File: src/rtl/usage_averager.sv
// Averages per-day talk/data usage over an ndays window via two parallel restoring dividers.
// done pulses DW+NW edges after the final sample; start is only taken in IDLE and day_valid is only taken in ACCUM.
module usage_averager #(
   parameter int DW = 6,
   parameter int NW = 5
) (
   input  logic          clk,
   input  logic          rst_n,
   input  logic          start,
   input  logic [NW-1:0] ndays,
   input  logic          day_valid,
   input  logic [DW-1:0] talk_min,
   input  logic [DW-1:0] data_units,
   output logic          busy,
   output logic          done,
   output logic [DW-1:0] avgtalk,
   output logic [DW-1:0] avgdata
);
   localparam int SW = DW + NW;
   localparam int IW = $clog2(SW + 1);

   typedef enum logic [1:0] {S_IDLE, S_ACCUM, S_DIVIDE, S_DONE} state_t;

   state_t        r_state, w_state_nxt;
   logic [NW-1:0] r_ndays, r_cnt, w_cnt_inc;
   logic [IW-1:0] r_iter;
   logic [SW-1:0] r_sum [2];
   logic [NW-1:0] r_rem [2];
   logic [DW-1:0] r_avg [2];
   logic [DW-1:0] w_smp [2];
   logic [NW:0]   w_sh [2];
   logic [NW:0]   w_diff [2];
   logic          w_ge [2];
   logic [NW-1:0] w_rem_nxt [2];
   logic [SW-1:0] w_quo [2];
   logic          w_last_day, w_last_iter;

   assign w_smp[0]    = talk_min;
   assign w_smp[1]    = data_units;
   assign w_cnt_inc   = r_cnt + 1'b1;
   assign w_last_day  = day_valid && (w_cnt_inc == r_ndays);
   assign w_last_iter = (r_iter == IW'(SW - 1));
   assign avgtalk     = r_avg[0];
   assign avgdata     = r_avg[1];

   // Sum register doubles as dividend/quotient shift register during DIVIDE.
   always_comb begin
      for (int i = 0; i < 2; i++) begin
         w_sh[i]      = {r_rem[i], r_sum[i][SW-1]};
         w_diff[i]    = w_sh[i] - {1'b0, r_ndays};
         w_ge[i]      = (w_sh[i] >= {1'b0, r_ndays});
         w_rem_nxt[i] = w_ge[i] ? w_diff[i][NW-1:0] : w_sh[i][NW-1:0];
         w_quo[i]     = {r_sum[i][SW-2:0], w_ge[i]};
      end
   end

   always_comb begin
      w_state_nxt = r_state;
      busy        = (r_state != S_IDLE);
      done        = (r_state == S_DONE);
      case (r_state)
         S_IDLE:   if (start && (ndays != '0)) w_state_nxt = S_ACCUM;
         S_ACCUM:  if (w_last_day) w_state_nxt = S_DIVIDE;
         S_DIVIDE: if (w_last_iter) w_state_nxt = S_DONE;
         S_DONE:   w_state_nxt = S_IDLE;
         default:  w_state_nxt = S_IDLE;
      endcase
   end

   always_ff @(posedge clk or negedge rst_n) begin
      if (!rst_n) begin
         r_state <= S_IDLE;
      end else begin
         r_state <= w_state_nxt;
      end
   end

   always_ff @(posedge clk or negedge rst_n) begin
      if (!rst_n) begin
         r_ndays <= '0;
         r_cnt   <= '0;
         r_iter  <= '0;
         for (int i = 0; i < 2; i++) begin
            r_sum[i] <= '0;
            r_rem[i] <= '0;
            r_avg[i] <= '0;
         end
      end else begin
         case (r_state)
            S_IDLE: begin
               if (start && (ndays != '0)) begin
                  r_ndays <= ndays;
                  r_cnt   <= '0;
                  for (int i = 0; i < 2; i++) r_sum[i] <= '0;
               end
            end
            S_ACCUM: begin
               if (day_valid) begin
                  r_cnt  <= w_cnt_inc;
                  r_iter <= '0;
                  for (int i = 0; i < 2; i++) begin
                     r_sum[i] <= r_sum[i] + {{NW{1'b0}}, w_smp[i]};
                     r_rem[i] <= '0;
                  end
               end
            end
            S_DIVIDE: begin
               r_iter <= r_iter + 1'b1;
               for (int i = 0; i < 2; i++) begin
                  r_sum[i] <= w_quo[i];
                  r_rem[i] <= w_rem_nxt[i];
                  if (w_last_iter) r_avg[i] <= w_quo[i][DW-1:0];
               end
            end
            default: ;
         endcase
      end
   end
endmodule

File: config.mk
export PLATFORM = sky130hd
export DESIGN_NAME = usage_averager
export DESIGN_NICKNAME = d
export VERILOG_FILES = /design/src/rtl/usage_averager.sv
export SDC_FILE = /design/constraint.sdc
export NUM_CORES = 1
export LEC_CHECK = 0
export BUFFER_PORTS_ARGS = -buffer_cell sky130_fd_sc_hd__buf_4
export CAP_MARGIN = 10
export CORE_ASPECT_RATIO = 0.8
export CORE_UTILIZATION = 45
export DETAILED_ROUTE_END_ITERATION = 8
export GPL_TIMING_DRIVEN = 0
export PLACE_DENSITY_LB_ADDON = 0.08
export SYNTH_ARGS = -nofsm -noshare
export SYNTH_HDL_FRONTEND = slang
export SYNTH_SLANG_ARGS = --single-unit
File: constraint.sdc
create_clock -name clk -period 2.7 [get_ports clk]
set_input_delay 0.54 -clock clk [delete_from_list [all_inputs] [get_ports clk]]
set_output_delay 0.54 -clock clk [all_outputs]
set_load 0.02 [all_outputs]
-- Yosys cells after proc, flatten, opt, wreduce, memory -nomap -nowiden
Index checks and enable logic that the tools add are counted.
- bits in registers: 60
- output and inout port bits: 14
- magnitude comparators: 2
- multiplexer cells: 16
- eq/ne operators: 9
- reductions and logical operators: 14
- add/sub/neg operators: 6
- operator list (operator ; count):
    $pmux W22 S3 ; 1
    $mux W22 ; 2
    $add A11 B6 Y11 ; 2
    $mux W5 ; 4
    $pmux W10 S2 ; 1
    $ge A6 B5 Y1 ; 2
    $mux W10 ; 1
    $pmux W5 S2 ; 1
    $sub A5 B5 Y5 ; 2
    $reduce_and A3 Y1 ; 3
    $ne A2 B2 Y1 const B ; 4
    $pmux W2 S4 ; 1
    $pmux W4 S2 ; 1
    $mux W2 ; 3
    $reduce_and A2 Y1 ; 3
    $reduce_bool A2 Y1 ; 3
    $add A5 B1 Y5 const B ; 1
    $eq A5 B5 Y1 ; 1
    $reduce_bool A5 Y1 ; 1
    $add A4 B1 Y4 const B ; 1
    $eq A2 B2 Y1 const B ; 2
    $eq A4 B4 Y1 const B ; 1
    $mux W4 ; 1
    $reduce_bool A3 Y1 ; 1
    other kinds (3) ; 4

-- Longest topological paths before layout
- depth in word-level cells: 5
- gate-level depth with buffers: 9
- mapped depth without buffers: 8

-- Worst setup path after synthesis
OpenSTA, ideal clock, no wires.
- path type: register -> register
- start point: reg r_cnt[0]
- end point: reg r_state[1]
- data required time: 2.572 ns
- path slack: 0.636 ns
- cell stages (with the launch flop): 7
- setup time: 0.128 ns
- arrival time: 1.936 ns
- buffers on the path: 0
- cell sequence: dfrtp_1 > ha_1 > o21ba_1 > a221oi_2 > o2111ai_1 > a221oi_2 > mux2_1
- longest elaborated chain between the ends: 5
- RTL lines (item ; line ; RTL):
    start: declaration ; 25 ; logic [NW-1:0] r_ndays, r_cnt, w_cnt_inc;
    start signal: assignment ; 99 ; r_cnt <= w_cnt_inc;
    $add A5 B1 Y5 ; 40 ; assign w_cnt_inc = r_cnt + 1'b1;
    $eq A5 B5 Y1 ; 41 ; assign w_last_day = day_valid && (w_cnt_inc == r_ndays);
    $logic_and A1 B1 Y1 ; 41 ;
    $ne A2 B2 Y1 (no line) ; n/a ;
    $reduce_and A3 Y1 (no line) ; n/a ;
    end signal: assignment ; 74 ; r_state <= w_state_nxt;
    end: declaration ; 24 ; state_t r_state, w_state_nxt;
No other way between the ends.
A chain may end at the register's enable or synchronous reset.

-- Final worst setup path
- start point: reg r_state[0]
- end point: reg r_sum[21] in the netlist's numbering
- longest elaborated chain between the ends: 3
- RTL lines (item ; line ; RTL):
    $eq A2 B1 Y1, or another cell as far along ; 89 ; case (r_state)
    $ne A2 B2 Y1 (no line) / $reduce_bool A3 Y1 (equally long branches) ; n/a ;
    $reduce_and A3 Y1 (no line) ; n/a ;
    end signal: indexed assignment ; 102 ; r_sum[i] <= r_sum[i] + {{NW{1'b0}}, w_smp[i]};
    end signal: indexed assignment ; 110 ; r_sum[i] <= w_quo[i];
    end: declaration ; 27 ; logic [SW-1:0] r_sum [2];
Several ways; a longest one is shown, not always the timed one.

==> results.md <==
* CP Class: reg -> reg
* CTS tree: built
* Clock tree buffer depth at 2
* Post-Layout Cell Count at just under 600
* Ant diodes at 0
* Core Area at 8520 µm²
* Worst min path class: in -> async
* Cells after DPL at 561
* Nets at 515
* Final setup fails at 0
* Chip height at 85.8 µm
* Post-CTS Hold Fix Bufs at 0
* WL/cell at 17.0 µm
* Chip Width at 107 µm
* Initial core utilization at 0.464
* CP Max Fanout at 5
* Mapped Cells at roughly 420
* Max Freq at 0.402 GHz
* Fillers at roughly 800
* Routed WL at 9820 µm
* Syn_area_per_cell at 9.50 µm²
* Worst Skew at 0.0108 ns
* Commonest non-fill, non-tap cell in the layout: dfrtp_1
* Outcome: finished, final reports clean
* PwrDens at 1150 nW/µm²
* 1st-iter DRT viols at 212
* Num rows at 30
* Post-DRT Antenna Nets at 0
* DRC errors left at 0
* Syn_nets at approximately 470
* Crit path arrival time at about 2.8 ns
* Synthesis-to-finish area growth at 15.9%
* Primary FF master, synth: dfrtp_1
* Final total negative setup slack at 0 ns
* Vias at 3,306
* Total Die Area at 9170 µm²
* Final Hold Viols at 0
* Period minus WS final at 2.49 ns
* Initial antenna violation count at 0
* Yosys warning count at 0
* H-tree levels at 3
* Largest net degree at the start of global routing at 61
* Post-route cell area at 4580 µm²
* Clock sinks at 60
* 1st-pass router iterations at 4
* Clock Latency Late Sink at 0.35 ns
* Post-synth ARST share at 1.00
* Global-route wire length before repair at 16,200 µm
* Worst EP required at 2.96 ns
* Cell variety after synth at 57
* LEAKAGE at 2.19 nW
* GP Congestion at 0.837
* Total grt overflow at 0
* Netlist Area Pre-Place at about 4000 µm²
* Vias in the first global route at 3,175
* Worst relative slew slack at 0.480
* Worst-margin pin slew at 0.780 ns
* Max_cap viols at 0
* Most frequent cells in the layout: 60 x dfrtp_1, 52 x nand2_1, 33 x buf_4
* FF-to-FF path depth at 7
* Maximum vdd ir drop at 0.711 mV
* CP endpoint kind: flop
* Root buf cell: clkbuf_8
* Reg clk slew, reported paths at 0.07 ns
* Register area share after synthesis at 0.380
* I/O pins at 35
* Vias/cell at 5.73
* #FFs+latches synth at 60
* Post-route clock period utilization at 0.921
* DPL Wire Length at 7250 µm
* Final slew viol count at 0
* Count of flip-flops with a built-in enable after synthesis at 0
* CTS Buf Count at 9
* Share of layout cells above drive strength 1 at 0.153
* All-Layer GR Usage at 0.233
* CP Launch Type: flop
* RSZ-0062 raised after global routing: false
* Area after DPL at around 4300 µm²
* Input/output buffers at 33
## area by class of cell
class | instances | area, µm² | area share
Multi-Input combinational cell | 321 | 2310 | 0.504
Sequential cell | 60 | 1500 | 0.328
Timing Repair Buffer | 33 | 248 | 0.0540
Tap cell | 112 | 140 | 0.0306
Clock buffer | 10 | 128 | 0.0278
Clock inverter | 6 | 113 | 0.0246
Buffer | 16 | 75.1 | 0.0164
Inverter | 19 | 71.3 | 0.0156
## worst paths after layout
path / from / end / slack, ns
max in group asynchronous: rst_n / avgdata[2] / 1.92
hold reg to reg: r_rem[9] / r_rem[9] / 0.48
min in group clk: ndays[3] / r_ndays[3] / 0.41
setup / recovery: r_state[0] / r_sum[21] / 0.21
setup reg to reg: r_state[0] / r_sum[21] / 0.21
hold / removal: rst_n / r_cnt[2] / 0.25
## cell families (layout without fill, tap and decap cells)
group | count (synthesis) | count (layout) | share of synthesized area
and+or+nand+nor | 120 | 120 | 0.140
AOI/OAI and AO/OA | 133 | 133 | 0.242
adders and majority gates | 34 | 34 | 0.115
muxes | 19 | 19 | 0.0522
DFF | 60 | 60 | 0.380
xor gates and xnor gates | 15 | 15 | 0.0332
buffers and inverters | 35 | 84 | 0.0370
## per-stage QoR
step / util / worst slack [ns] / hold slack, ns / power, W
detailed placement: 0.510 / 0.185 / 0.477 / 0.00426
finish: 0.538 / 0.213 / 0.254 / 0.00528
global route: 0.538 / 0.0646 / 0.334 / 0.00571
floorplan: - / 0.636 / 0.244 / 0.00347
global placement: 0.510 / 0.181 / 0.465 / 0.00421
CTS: 0.538 / 0.155 / 0.289 / 0.00529
## registers in the layout, indices dropped and copies added (netlist names)
register and flops:
avgdata 6, r_ndays 5, r_iter 4, avgtalk 6, r_cnt 5, r_state 2
r_sum 22, r_rem 10
## worst max-delay path, stage by stage, from the launching register on
cell and delay [ns]:
dfrtp_1 0.40, inv_1 0.10, ha_1 0.28, nor3b_1 0.19, a211oi_1 0.59, nand3_1 0.32, or3_1 0.42, o211ai_1 0.10
## what timing repair did
action	in CTS	in global routing
resized for setup	0	1
setup buffers	0	0
endpoints found under the setup margin	0	2
## metal layers
layer  track usage  wire length [µm]  share of wire  vias up
met5             0                 0              0        -
met4        0.0685                99          0.010        0
met3        0.0494               620          0.063       11
met2         0.357              4340           0.44       86
met1         0.331              4750           0.48     1577
li1              -                 -              -     1632
## where the power goes
part | internal [W] | switching, W | leakage [nW]
clock network | 0.000615 | 0.000391 | 0.120
registers | 0.00113 | 0.000260 | 0.805
logic | 0.00112 | 0.00176 | 1.26
total | 0.00287 | 0.00241 | 2.19
## cell usage after synthesis, types with 7 or more instances
master	count	area, µm²
dfrtp_1	60	1500
nand3_1	17	85.1
a21oi_1	22	110
a21o_1	12	90.1
nor2_1	17	63.8
nand2_1	53	199
mux2_2	7	78.8
xnor2_1	9	78.8
o21ai_0	24	120
ha_1	30	375
clkbuf_1	8	30.0
o21ai_1	12	60.1
inv_1	18	67.6
No activity file was read; power rests on OpenSTA's default activity.
